==> src/rtl/eoc_pkg.sv <==
// Shared definitions for the end-of-computation monitor: FSM state
// encoding, exit-status codes and channel-count limits.
package eoc_pkg;

   // Largest number of cores/threads a single monitor is meant to watch.
   localparam int EOC_MAX_CH = 8;

   // Monitor FSM states.
   typedef enum logic [1:0] {
      EOC_IDLE   = 2'b00,
      EOC_RUN    = 2'b01,
      EOC_FINISH = 2'b10
   } eoc_state_e;

   // Exit status as reported to the test harness (exit codes 0 / 1 / -1).
   localparam logic [1:0] EXIT_SUCCESS = 2'b00;
   localparam logic [1:0] EXIT_FAIL    = 2'b01;
   localparam logic [1:0] EXIT_ERROR   = 2'b11;

   // Width of a channel index; a single channel still needs one bit.
   function automatic int fail_w(input int n);
      return (n > 1) ? $clog2(n) : 1;
   endfunction

endpackage

==> src/rtl/eoc_channel.sv <==
// One monitored channel: sticky done latch, return-code register and
// code-seen flag. The next-state values are exported so the top level
// can judge the final status in the same cycle the last done arrives.
module eoc_channel
   import eoc_pkg::*;
#(
   parameter int CODE_W = 8
) (
   input  logic              clk,
   input  logic              rst_n,
   input  logic              clear,
   input  logic              run,
   input  logic              done_i,
   input  logic              code_valid_i,
   input  logic [CODE_W-1:0] code_i,
   output logic              done_q,
   output logic              done_nxt,
   output logic              seen_nxt,
   output logic [CODE_W-1:0] code_nxt
);

   logic              seen_q;
   logic [CODE_W-1:0] code_q;

   // Codes are accepted only until the channel reports done, so a strobe in
   // the same cycle as done still counts but anything later is ignored.
   always_comb begin
      done_nxt = done_q;
      seen_nxt = seen_q;
      code_nxt = code_q;
      if (clear) begin
         done_nxt = 1'b0;
         seen_nxt = 1'b0;
         code_nxt = '0;
      end else if (run) begin
         if (code_valid_i && !done_q) begin
            code_nxt = code_i;
            seen_nxt = 1'b1;
         end
         if (done_i) begin
            done_nxt = 1'b1;
         end
      end
   end

   // Channel state registers.
   always_ff @(posedge clk or negedge rst_n) begin
      if (!rst_n) begin
         done_q <= 1'b0;
         seen_q <= 1'b0;
         code_q <= '0;
      end else begin
         done_q <= done_nxt;
         seen_q <= seen_nxt;
         code_q <= code_nxt;
      end
   end

endmodule

==> src/rtl/eoc_monitor.sv <==
// End-of-computation monitor: arms on a start pulse, counts run cycles,
// collects per-channel done flags and return codes, and reports a final
// exit status when all channels are done or the watchdog expires.
module eoc_monitor
   import eoc_pkg::*;
#(
   parameter int NUM_CH = 1,
   parameter int CODE_W = 8,
   parameter int CNT_W  = 32
) (
   input  logic                       clk,
   input  logic                       rst_n,
   input  logic                       start_i,
   input  logic [CNT_W-1:0]           timeout_i,
   input  logic [NUM_CH-1:0]          done_i,
   input  logic [NUM_CH-1:0]          code_valid_i,
   input  logic [NUM_CH*CODE_W-1:0]   code_i,
   output logic                       busy_o,
   output logic                       finished_o,
   output logic [1:0]                 exit_status_o,
   output logic                       timed_out_o,
   output logic [NUM_CH-1:0]          done_mask_o,
   output logic [fail_w(NUM_CH)-1:0]  fail_ch_o,
   output logic [CNT_W-1:0]           cycles_o
);

   localparam int FAIL_W = fail_w(NUM_CH);

   localparam logic [1:0] ST_IDLE   = EOC_IDLE;
   localparam logic [1:0] ST_RUN    = EOC_RUN;
   localparam logic [1:0] ST_FINISH = EOC_FINISH;

   logic [1:0]                     state_q;
   logic                           run;
   logic                           clear;
   logic [NUM_CH-1:0]              done_q;
   logic [NUM_CH-1:0]              done_nxt;
   logic [NUM_CH-1:0]              seen_nxt;
   logic [NUM_CH-1:0][CODE_W-1:0]  code_nxt;
   logic [NUM_CH-1:0]              nonzero;
   logic [NUM_CH-1:0]              bad;
   logic [FAIL_W-1:0]              fail_nxt;
   logic [1:0]                     status_nxt;
   logic [CNT_W-1:0]               cyc_inc;
   logic                           all_done;
   logic                           expire;

   assign run   = (state_q == ST_RUN);
   assign clear = start_i && (state_q != ST_RUN);

   for (genvar k = 0; k < NUM_CH; k++) begin : g_ch
      eoc_channel #(
         .CODE_W(CODE_W)
      ) u_ch (
         .clk         (clk),
         .rst_n       (rst_n),
         .clear       (clear),
         .run         (run),
         .done_i      (done_i[k]),
         .code_valid_i(code_valid_i[k]),
         .code_i      (code_i[k*CODE_W +: CODE_W]),
         .done_q      (done_q[k]),
         .done_nxt    (done_nxt[k]),
         .seen_nxt    (seen_nxt[k]),
         .code_nxt    (code_nxt[k])
      );
   end

   // Classify each channel by the values it will hold after this edge, so a
   // code captured together with the final done is already accounted for.
   always_comb begin
      nonzero = '0;
      bad     = '0;
      for (int k = 0; k < NUM_CH; k++) begin
         nonzero[k] = (code_nxt[k] != '0);
         bad[k]     = !seen_nxt[k] || nonzero[k];
      end
   end

   // Lowest-index channel that failed or never delivered a code.
   always_comb begin
      fail_nxt = '0;
      for (int k = NUM_CH - 1; k >= 0; k--) begin
         if (bad[k]) begin
            fail_nxt = FAIL_W'(k);
         end
      end
   end

   // Completion status; a missing code outranks a nonzero one.
   always_comb begin
      status_nxt = EXIT_SUCCESS;
      if (!(&seen_nxt)) begin
         status_nxt = EXIT_ERROR;
      end else if (|nonzero) begin
         status_nxt = EXIT_FAIL;
      end
   end

   // The watchdog fires in the run cycle that brings the count up to the
   // limit, so FINISH follows exactly timeout_i run cycles.
   assign cyc_inc  = cycles_o + CNT_W'(1);
   assign all_done = &done_nxt;
   assign expire   = run && (timeout_i != '0) && (cyc_inc == timeout_i);

   // Main FSM plus the cycle counter and the reported result registers;
   // completion is tested before the watchdog so a tie counts as success.
   always_ff @(posedge clk or negedge rst_n) begin
      if (!rst_n) begin
         state_q       <= ST_IDLE;
         exit_status_o <= EXIT_ERROR;
         timed_out_o   <= 1'b0;
         fail_ch_o     <= '0;
         cycles_o      <= '0;
      end else begin
         case (state_q)
            ST_IDLE, ST_FINISH: begin
               if (start_i) begin
                  state_q     <= ST_RUN;
                  cycles_o    <= '0;
                  timed_out_o <= 1'b0;
               end
            end
            ST_RUN: begin
               if (cycles_o != '1) begin
                  cycles_o <= cyc_inc;
               end
               if (all_done) begin
                  state_q       <= ST_FINISH;
                  exit_status_o <= status_nxt;
                  fail_ch_o     <= fail_nxt;
               end else if (expire) begin
                  state_q       <= ST_FINISH;
                  timed_out_o   <= 1'b1;
                  exit_status_o <= EXIT_ERROR;
                  fail_ch_o     <= fail_nxt;
               end
            end
            default: begin
               state_q <= ST_IDLE;
            end
         endcase
      end
   end

   assign busy_o      = (state_q == ST_RUN);
   assign finished_o  = (state_q == ST_FINISH);
   assign done_mask_o = done_q;

endmodule

==> config.mk <==
export PLATFORM = sky130hd
export DESIGN_NAME = eoc_monitor
export DESIGN_NICKNAME = d
export VERILOG_FILES = /design/src/rtl/eoc_pkg.sv /design/src/rtl/eoc_channel.sv /design/src/rtl/eoc_monitor.sv
export SDC_FILE = /design/constraint.sdc
export NUM_CORES = 1
export LEC_CHECK = 0
export BUFFER_PORTS_ARGS = -buffer_cell sky130_fd_sc_hd__clkbuf_2
export CAP_MARGIN = 25
export CORE_MARGIN = 4
export CORE_UTILIZATION = 50
export CTS_CLUSTER_DIAMETER = 80
export DETAILED_ROUTE_END_ITERATION = 7
export GPL_ROUTABILITY_DRIVEN = 0
export MAX_ROUTING_LAYER = met4
export PLACE_DENSITY = 0.78
export REMOVE_ABC_BUFFERS = 1
export SLEW_MARGIN = 10
export SYNTH_ARGS = -nofsm -noshare
export SYNTH_HDL_FRONTEND = slang
export SYNTH_SLANG_ARGS = --single-unit
==> constraint.sdc <==
create_clock -name clk -period 3 [get_ports clk]
set_clock_uncertainty 0.15 [all_clocks]
set_input_delay 0.6 -clock clk [delete_from_list [all_inputs] [get_ports clk]]
set_output_delay 0.6 -clock clk [all_outputs]
set_load 0.05 [all_outputs]
======== After elaboration in Yosys (flattened, before gate mapping) ========
Index checks and enable logic that the tools add are counted.
operators by class
  add/subtract/negate cells ............... 1
  muxes and demuxes ....................... 26
  equality and inequality tests ........... 10
  reductions and logical operators ........ 15
operators with widths
  operator                                                number
  two-way mux 32 bit                                      2
  one-hot mux 32 bit (2 select lines)                     1
  adder 32 x 1 -> 32 bit (second input constant)          1
  == test 32 bit                                          1
  inequality test 32 bit (second input constant)          1
  nonzero test 32 bit                                     1
  two-way mux 8 bit                                       3
  two-way mux 1 bit                                       12
  two-way mux 2 bit                                       6
  nonzero test 8 bit                                      1
  inequality test 2 x 1 -> 1 bit (second input constant)  3
  logical AND 1 bit                                       4
  inequality test 2 bit (second input constant)           2
  one-hot mux 2 bit (2 select lines)                      1
  AND reduction 2 bit                                     2
  AND reduction 4 bit                                     1
  nonzero test 2 bit                                      2
  inequality test 3 x 1 -> 1 bit (second input constant)  1
  AND reduction 3 bit                                     1
  == test 2 x 1 -> 1 bit (second input constant)          1
  == test 2 bit (second input constant)                   1
  zero test 2 bit                                         1
  one-hot mux 1 bit (2 select lines)                      1
  OR reduction 2 bit                                      1
  zero test 1 bit                                         1
word-level totals
  flip-flop bits (word level) ............. 48
  output and inout bits ................... 39
  logic and storage cells ................. 60
  bits of input ports ..................... 45

======== Logic depth before layout (Yosys ltp) ========
Gate-level depths: netlist of the first run.
  depth in word-level cells ............... 9
  gate-level depth with buffers ........... 10

======== Cells and area by module ========
From an unflattened synthesis of the first run, not the netlist that was laid out.
second synthesis, totals
  cells, all modules ...................... 452
  area total of the unflattened synthesis .. 3,711.1 um^2
by module, submodules not included
  module       cells an instance  area each (um^2)  times used  sequential area each (um^2)
  eoc_monitor  412                3,236.9           1           928.4
  eoc_channel  40                 474.2             1           250.2

======== Worst setup path before layout of the first run ========
Ideal clock, no wire load.
  path type ............................... flip-flop to flip-flop
  from .................................... reg cycles_o[7]
  to ...................................... reg exit_status_o[0]
  slack ................................... -408 ps
  path buffers ............................ 2
  data arrival time ....................... 3,197 ps
  stages on the path, launching flop included .. 11
  required time ........................... 2,789 ps
  cell sequence ........................... dfrtp_1 buf_2 nand4_4 or4_1 clkbuf_1 or3_1 mux2i_1 a211oi_1 nand4_1 or4_1 nand2_1
between the ends
  cells in the longest elaborated chain, start to end .. 5
ends and longest elaborated chain
  what                           RTL line            text
  start, declared                eoc_monitor.sv:24   output logic [CNT_W-1:0] cycles_o
  start signal, assigned         eoc_monitor.sv:126  cycles_o <= cyc_inc;
  adder 32 x 1 -> 32 bit         eoc_monitor.sv:102  assign cyc_inc = cycles_o + CNT_W'(1);
  == test 32 bit                 eoc_monitor.sv:104  assign expire = run && (timeout_i != '0) && (cyc_inc == timeout_i);
  logical AND 1 bit              eoc_monitor.sv:104
  nonzero test 2 bit (no line)   n/a
  AND reduction 2 bit (no line)  n/a
  end signal, assigned           eoc_monitor.sv:130  exit_status_o <= status_nxt;
  end, declared                  eoc_monitor.sv:20   output logic [1:0] exit_status_o,
Every way passes these cells.
A chain may end at the register's enable or synchronous reset.

======== Final worst setup path of the first run ========
  from .................................... reg cycles_o[8]
  to ...................................... reg exit_status_o[0]
Same word-level chain as after synthesis.

==> results of run 1 <==
[kinds of logic after synthesis]
| group | Yosys count | share of synthesized area [%] |
|---|---|---|
| AO/OA/AOI/OAI | 113 | 19.51 |
| XOR/XNOR | 40 | 9.498 |
| adder cells (fa/ha/maj) | 1 | 0.3392 |
| buffers and inverters | 41 | 4.681 |
| flip-flops | 47 | 31.95 |
| multiplexers | 6 | 1.696 |
| other | 1 | 0.1017 |
| AND/OR/NAND/NOR | 209 | 32.23 |
[metal layers]
metal  track usage, %  vias to the layer above
met2            41.81                      270
met3            4.808                       60
met5                -                        -
met1            34.21                     2023
li1                 -                     1935
met4            11.79                        0
[timing repair]
action,in CTS,in global routing
resized for setup,1,34
setup endpoints to repair,1,5
setup buffers,0,7
pin swaps,0,18
gates cloned,0,1
[synthesized netlist by cell type (14+ instances only)]
master	n	area, um^2
nand3_1	22	110.1
nand4_1	16	100.1
nand2_1	43	161.4
xnor2_1	26	227.7
o21ai_0	43	215.2
xor2_1	14	122.6
o31ai_1	23	172.7
clkbuf_1	20	75.07
dfrtp_1	45	1126
a21oi_1	21	105.1
nor4_1	17	106.4
nor2_1	36	135.1
[placed cells by master (no fill, tap or decap), drive strengths merged, types with 2 or more instances in the layout]
| master | synthesis | routed |
|---|---|---|
| nor2b | 10 | 10 |
| nand3 | 23 | 23 |
| nor4 | 21 | 21 |
| or3 | 10 | 10 |
| and3 | 4 | 4 |
| nand3b | 4 | 4 |
| clkbuf | 21 | 87 |
| mux2i | 4 | 4 |
| a211o | 2 | 2 |
| nor3b | 3 | 3 |
| buf | 11 | 61 |
| dfrtp | 45 | 45 |
| nand2 | 43 | 43 |
| xor2 | 14 | 14 |
| a31oi | 5 | 5 |
| a21oi | 21 | 21 |
| nand2b | 5 | 5 |
| a211oi | 4 | 4 |
| xnor2 | 26 | 26 |
| or4 | 7 | 7 |
| nor3 | 10 | 10 |
| inv | 8 | 10 |
| o41ai | 9 | 9 |
| o2111ai | 2 | 2 |
| mux2 | 2 | 2 |
| and2 | 6 | 6 |
| nand4 | 18 | 18 |
| dfstp | 2 | 2 |
| nor2 | 36 | 36 |
| o31ai | 23 | 23 |
| o21ai | 43 | 43 |
| and4 | 7 | 7 |
[worst max-delay path, stage by stage (launching register included)]
cell and delay (ns):
dfrtp_1 0.42, nand4_4 0.15, buf_4 0.19, or4_2 0.62
nor4_1 0.36, buf_4 0.20, mux2i_1 0.08, o21ai_0 0.12
nand4_2 0.18, or4_1 0.42, nand2_1 0.08
[path summary, 6_finish.rpt]
kind / from / end / cells after the start
min reg2reg: g_ch[0].u_ch.seen_q / g_ch[0].u_ch.seen_q / 2
max in group asynchronous: rst_n / cycles_o[1] / 2
max reg2reg: cycles_o[8] / exit_status_o[0] / 10
max: cycles_o[8] / exit_status_o[0] / 10
min in group clk: g_ch[0].u_ch.seen_q / g_ch[0].u_ch.seen_q / 2
min: rst_n / cycles_o[30] / 1
[registers in the layout, indices dropped and copies added (netlist names)]
signal and count:
g_ch.u_ch.done_q 1, timed_out_o 1, g_ch.u_ch.seen_q 1, g_ch.u_ch.code_q 8
cycles_o 32, state_q 2, exit_status_o 2
[power groups by stage]
| stage | clock network (uW) | logic (uW) | registers [uW] |
|---|---|---|---|
| after floorplan | 0 | 664 | 917 |
| after global placement | 0 | 1180 | 793 |
| after detailed placement | 0 | 1210 | 799 |
| after CTS | 438 | 1210 | 787 |
| after global routing | 465 | 1370 | 812 |
| final | 436 | 1260 | 800 |
[stage by stage]
| stage | cells | area, um^2 |
|---|---|---|
| floorplan | 426 | 3550 |
| global placement | 660 | 4521 |
| detailed placement | 660 | 4521 |
| CTS | 668 | 4622 |
| global route | 676 | 4833 |
| finish | 676 | 4833 |
[layout make-up]
type	instances	area (um^2)	share of cell area (%)
Multi-Input combinational cell	370	2491	51.54
Clock inverter	3	27.53	0.5695
Tap cell	99	123.9	2.563
Timing Repair Buffer	143	902.1	18.66
Sequential cell	47	1186	24.54
Clock buffer	5	68.82	1.424
Inverter	9	33.78	0.6989
==> summary.txt, run 1 <==
GRT
  – GRT Overall Usage: 26.83%
  – Antenna violations before repair: 0
  – GRT overflow: 0
  – Vias in the first global route: 3,816
  – Global-route wire length before repair: 18,330 um
  – Largest net degree at the start of global routing: 35

Timing
  – Max Freq: 329.5 MHz
  – Setup TNS: -0.04414 ns
  – Slew of the pin with the lowest slew margin: 0.6515 ns
  – Slew Viols, Final: 0
  – Fin crit period: 3.035 ns
  – Relative slew margins: 56.00%
  – Final period util: 101.2%
  – Hold Slack: 0.09120 ns
  – Fin worst setup slack: -0.03459 ns
  – Fin. Hold Viols: 0
  – Final Setup Violations: 2
  – RSZ-0062 raised after global routing: yes

Yosys
  – Post-Syn Instances: 458
  – Number of synthesized flops with an enable pin: 0
  – Post-synthesis sequential area ratio: 31.95%
  – Synth async-reset ratio: 100.0%
  – Syn Area/Cell: 8.054 um^2
  – Top FF cell, synth: dfrtp_1
  – Cell Area, Synth: 3689 um^2
  – FF+latch count, synth: 47
  – Synthesis warning total: 0
  – Unique masters post-synth: 55

Power
  – Pwr dens: 516.3 nW/um^2
  – Sequential Power Share: 32.1%
  – Leak: 0.002043 uW
  – Peak supply drop: 416.5 uV
  – Sw frac: 45.91%
  – Clk pwr share: 17.5%
  – Pwr Total: 2495 uW
  – Comb power frac: 50.5%
  – Pint: 1350 uW
  – Switch Pwr: 1146 uW

Layout
  – Core Util, Final: 67.00%
  – Filler cells: 595
  – Fraction of layout cells with a size suffix above 1: 34.14%
  – Antenna Cells: 0
  – Final net count: 622
  – Area growth, synth to finish: 31.04%

Flow run
  – Max-cap viol count: 0

Clocking
  – TritonCTS Sinks: 47
  – Root Buffer: clkbuf_8
  – Clock latency on the worst-skew pair: 0.33 ns
  – Num CTS Buffers: 5
  – Cts hold-fix bufs: 0
  – Clock transition at path regs: 0.11 ns
  – CTS max path bufs: 2
  – H-tree depth: 2
  – CTS tree: yes

Die
  – Num ports: 84
  – Die H: 93.89 um
  – Die X-Extent: 93.89 um
  – CORE AREA: 7214 um^2
  – Die area: 8815 um^2
  – Rows: 31
  – Initial Util: 51.13%

Critical path
  – CP required: 3.11 ns
  – Crit path capture type: flop
  – Flop2flop setup slack: -0.03 ns
  – CP Max Fanout: 5
  – Worst setup path category: reg2reg
  – CP arrival: 3.15 ns
  – Setup crit start kind: flop

Drt
  – Detailed Route WL: 12,460 um
  – DR WL/cell: 18.44 um
  – DRC violations left: 1
  – Met1 WL: 4977 um
  – TritonRoute pass-1 iters: 8
  – Vias per inst: 6.343
  – DR WL met2: 5841 um
  – Detail Route Antenna Nets: 0
  – DR vias: 4,288
  – Initial DRC Count: 477
  – DR WL met3: 1151 um
  – Max Used Layer: met4

Placement
  – PortBufs: 82
  – Setup slack after placement: -0.02613 ns
  – Dpl hpwl: 8913 um

Outcome
  – Failing checks: DRC, setup timing
  – Status: finished, violations left

Hold path
  – Hold crit path type: in2async
Power figures use the tool's default switching activity.
==> run 2, diff against run 1 <==
Settings changed: ABC_AREA set to 1.
==> summary.txt, run 2 <==
Layout
  – Fraction of layout cells with a size suffix above 1: 17.57%
  – Antenna Cells: 0
  – Largest register by flop count: cycles_o
  – Area of the multi-input gates: 2228 um^2
  – Commonest non-fill, non-tap cell in the layout: nand2_1
  – Sequential cell area: 1179 um^2
  – Max reg flops: 32
  – Filler cells: 725
  – Commonest cells after routing, fill and taps aside: nand2_1, nor2_1, clkbuf_2
  – Final net count: 728
  – Largest registers: cycles_o (32), g_ch.u_ch.code_q (8)
  – Core Util, Final: 60.50%
  – Area growth, synth to finish: 18.08%

Clocking
  – Num CTS Buffers: 5
  – H-tree depth: 2
  – Post-CTS setup buffers: 0
  – Cts hold-fix bufs: 0
  – CTS max path bufs: 2
  – Clock latency on the worst-skew pair: 0.31 ns
  – TritonCTS Sinks: 47
  – CTS resizes: 0
  – Root Buffer: clkbuf_8
  – Clock transition at path regs: 0.11 ns
  – CTS tree: yes

Yosys
  – Synth top area share: 30.30%
  – Largest family of logic cells by synthesized area: simple AND/OR/NAND/NOR gates
  – Synth async-reset ratio: 100.0%
  – Top FF cell, synth: dfrtp_1
  – Simple-gate portion of the synthesized area: 47.64%
  – Post-synth top cells: nand2_1, nor2_1, inv_1
  – Largest area contributor in the netlist: dfrtp_1
  – Post-Syn Instances: 593
  – Unique masters post-synth: 33
  – FF+latch count, synth: 47
  – Xor/xnor share of the synthesized area: 4.545%
  – Syn Area/Cell: 6.267 um^2
  – Number of synthesized flops with an enable pin: 0
  – Top-count cell post-synth: nand2_1
  – Compound-cell area share of the yosys netlist: 7.340%
  – Post-synthesis adder-cell area fraction: 0.3367%
  – Cell Area, Synth: 3716 um^2
  – Synth area leaders: dfrtp_1, nand2_1, nor2_1
  – Synthesis warning total: 0
  – Multiplexer share of the synthesized area: 0%
  – Post-synthesis sequential area ratio: 31.72%

Timing
  – Slew of the pin with the lowest slew margin: 0.6119 ns
  – Max Freq: 370.3 MHz
  – Fin. Hold Viols: 0
  – RSZ-0062 raised after global routing: no
  – Final Setup Violations: 0
  – Fin crit period: 2.701 ns
  – Relative slew margins: 59.06%
  – Slew Viols, Final: 0
  – Final period util: 90.02%

Critical path
  – CP arrival: 2.81 ns
  – Setup crit start kind: flop
  – Crit path capture type: flop
  – CP max-delay cell: dfrtp_1
  – Max incr delay on CP: 0.49 ns
  – Worst setup path category: reg2reg
  – CP cell instances: ha_1 -> nand2_2 -> nor2_8 -> nand3_2 -> o21ai_1 -> and2_1 -> nor2_1 -> nor2_1 -> nand2_1 -> nor2_1 -> nand3_1 -> nand2_2 -> nand2_2 -> nand2_1 -> nand2_1
  – CP required: 3.11 ns
  – CP Max Fanout: 8

GRT
  – M3 GR Usage: 5.128%
  – GRT overflow: 0
  – Antenna violations before repair: 0
  – Global-route wire length before repair: 18,900 um
  – Grt met2 use: 44.74%
  – GRT Overall Usage: 27.89%
  – Largest net degree at the start of global routing: 18
  – Met1 usage: 34.25%
  – Busiest layer in global routing: met2
  – Vias in the first global route: 4,138

Power
  – Peak supply drop: 529.6 uV
  – Leak: 0.002248 uW
  – Pwr dens: 566.1 nW/um^2
  – Pwr Total: 2484 uW

Placement
  – PortBufs: 82
  – Dpl hpwl: 9353 um

Die
  – Die area: 8876 um^2
  – Num ports: 84
  – Die X-Extent: 94.21 um
  – Die H: 94.21 um
  – Rows: 31
  – Initial Util: 51.23%
  – CORE AREA: 7253 um^2

Drt
  – DR vias: 4,235
  – Detailed Route WL: 11,660 um
  – Initial DRC Count: 234
  – Detail Route Antenna Nets: 0
  – DRC violations left: 0
  – Vias per inst: 5.416
  – TritonRoute pass-1 iters: 8
  – DR WL/cell: 14.91 um

Hold path
  – Hold crit path type: in2async

Outcome
  – Status: complete, no violations

Flow run
  – Max-cap viol count: 0
## run 2: final cells by class
type / instances / share of cell area [%]
multi-input cells: 465 / 50.78
flip-flops and latches: 47 / 26.86
repair buffers: 89 / 10.55
inverters: 74 / 6.330
well taps: 99 / 2.823
clock buffers: 5 / 1.568
clock inverters: 3 / 1.084
## run 2: final timing paths
path	from	end	slack [ns]	cells after the start
worst max register to register	cycles_o[0]	exit_status_o[0]	0.30	15
worst min-delay path	rst_n	cycles_o[30]	0.07	1
min in group clk	exit_status_o[1]	exit_status_o[1]	0.32	2
worst max-delay path	cycles_o[0]	exit_status_o[0]	0.30	15
max in group asynchronous	rst_n	exit_status_o[1]	1.96	2
worst min register to register	exit_status_o[1]	exit_status_o[1]	0.32	2
## run 2: where the power goes
part	switching (uW)	leakage [uW]	total (uW)	internal [uW]
sequential	87.0	0.000633	852	765
combinational	823	0.00156	1130	309
clock	248	0.0000587	501	253
## run 2: kinds of logic (layout without fill, tap and decap cells)
group	after synthesis	in the layout
AO/OA/AOI/OAI	49	49
XOR/XNOR	13	13
adder cells (fa/ha/maj)	1	1
buffers and inverters	81	171
flip-flops	47	47
other	1	1
AND/OR/NAND/NOR	401	401
## run 2: critical path: cells and delay by family (launching register included)
family | cells | cell delay [ns]
compound gates | 1 | 0.21
simple gates | 13 | 1.53
flops | 1 | 0.49
fa+ha+maj | 1 | 0.25
## run 2: routing by layer
layer  part of all wire (%)  wire length [um]
met1                     41              4814
met4                    3.5               408
met2                     47              5453
met3                    8.4               984
met5                      0                 0
## run 2: stage by stage
stage	hold WS, ns	cells	area, um^2	worst slack [ns]	TNS (ns)
floorplan	0.1544	586	3685	-0.3934	-10.99
global placement	0.3081	774	4272	0.4447	0
detailed placement	0.3113	774	4272	0.3597	0
CTS	0.08640	782	4388	0.3284	0
global route	0.1020	782	4388	0.04060	0
finish	0.07446	782	4388	0.2993	0
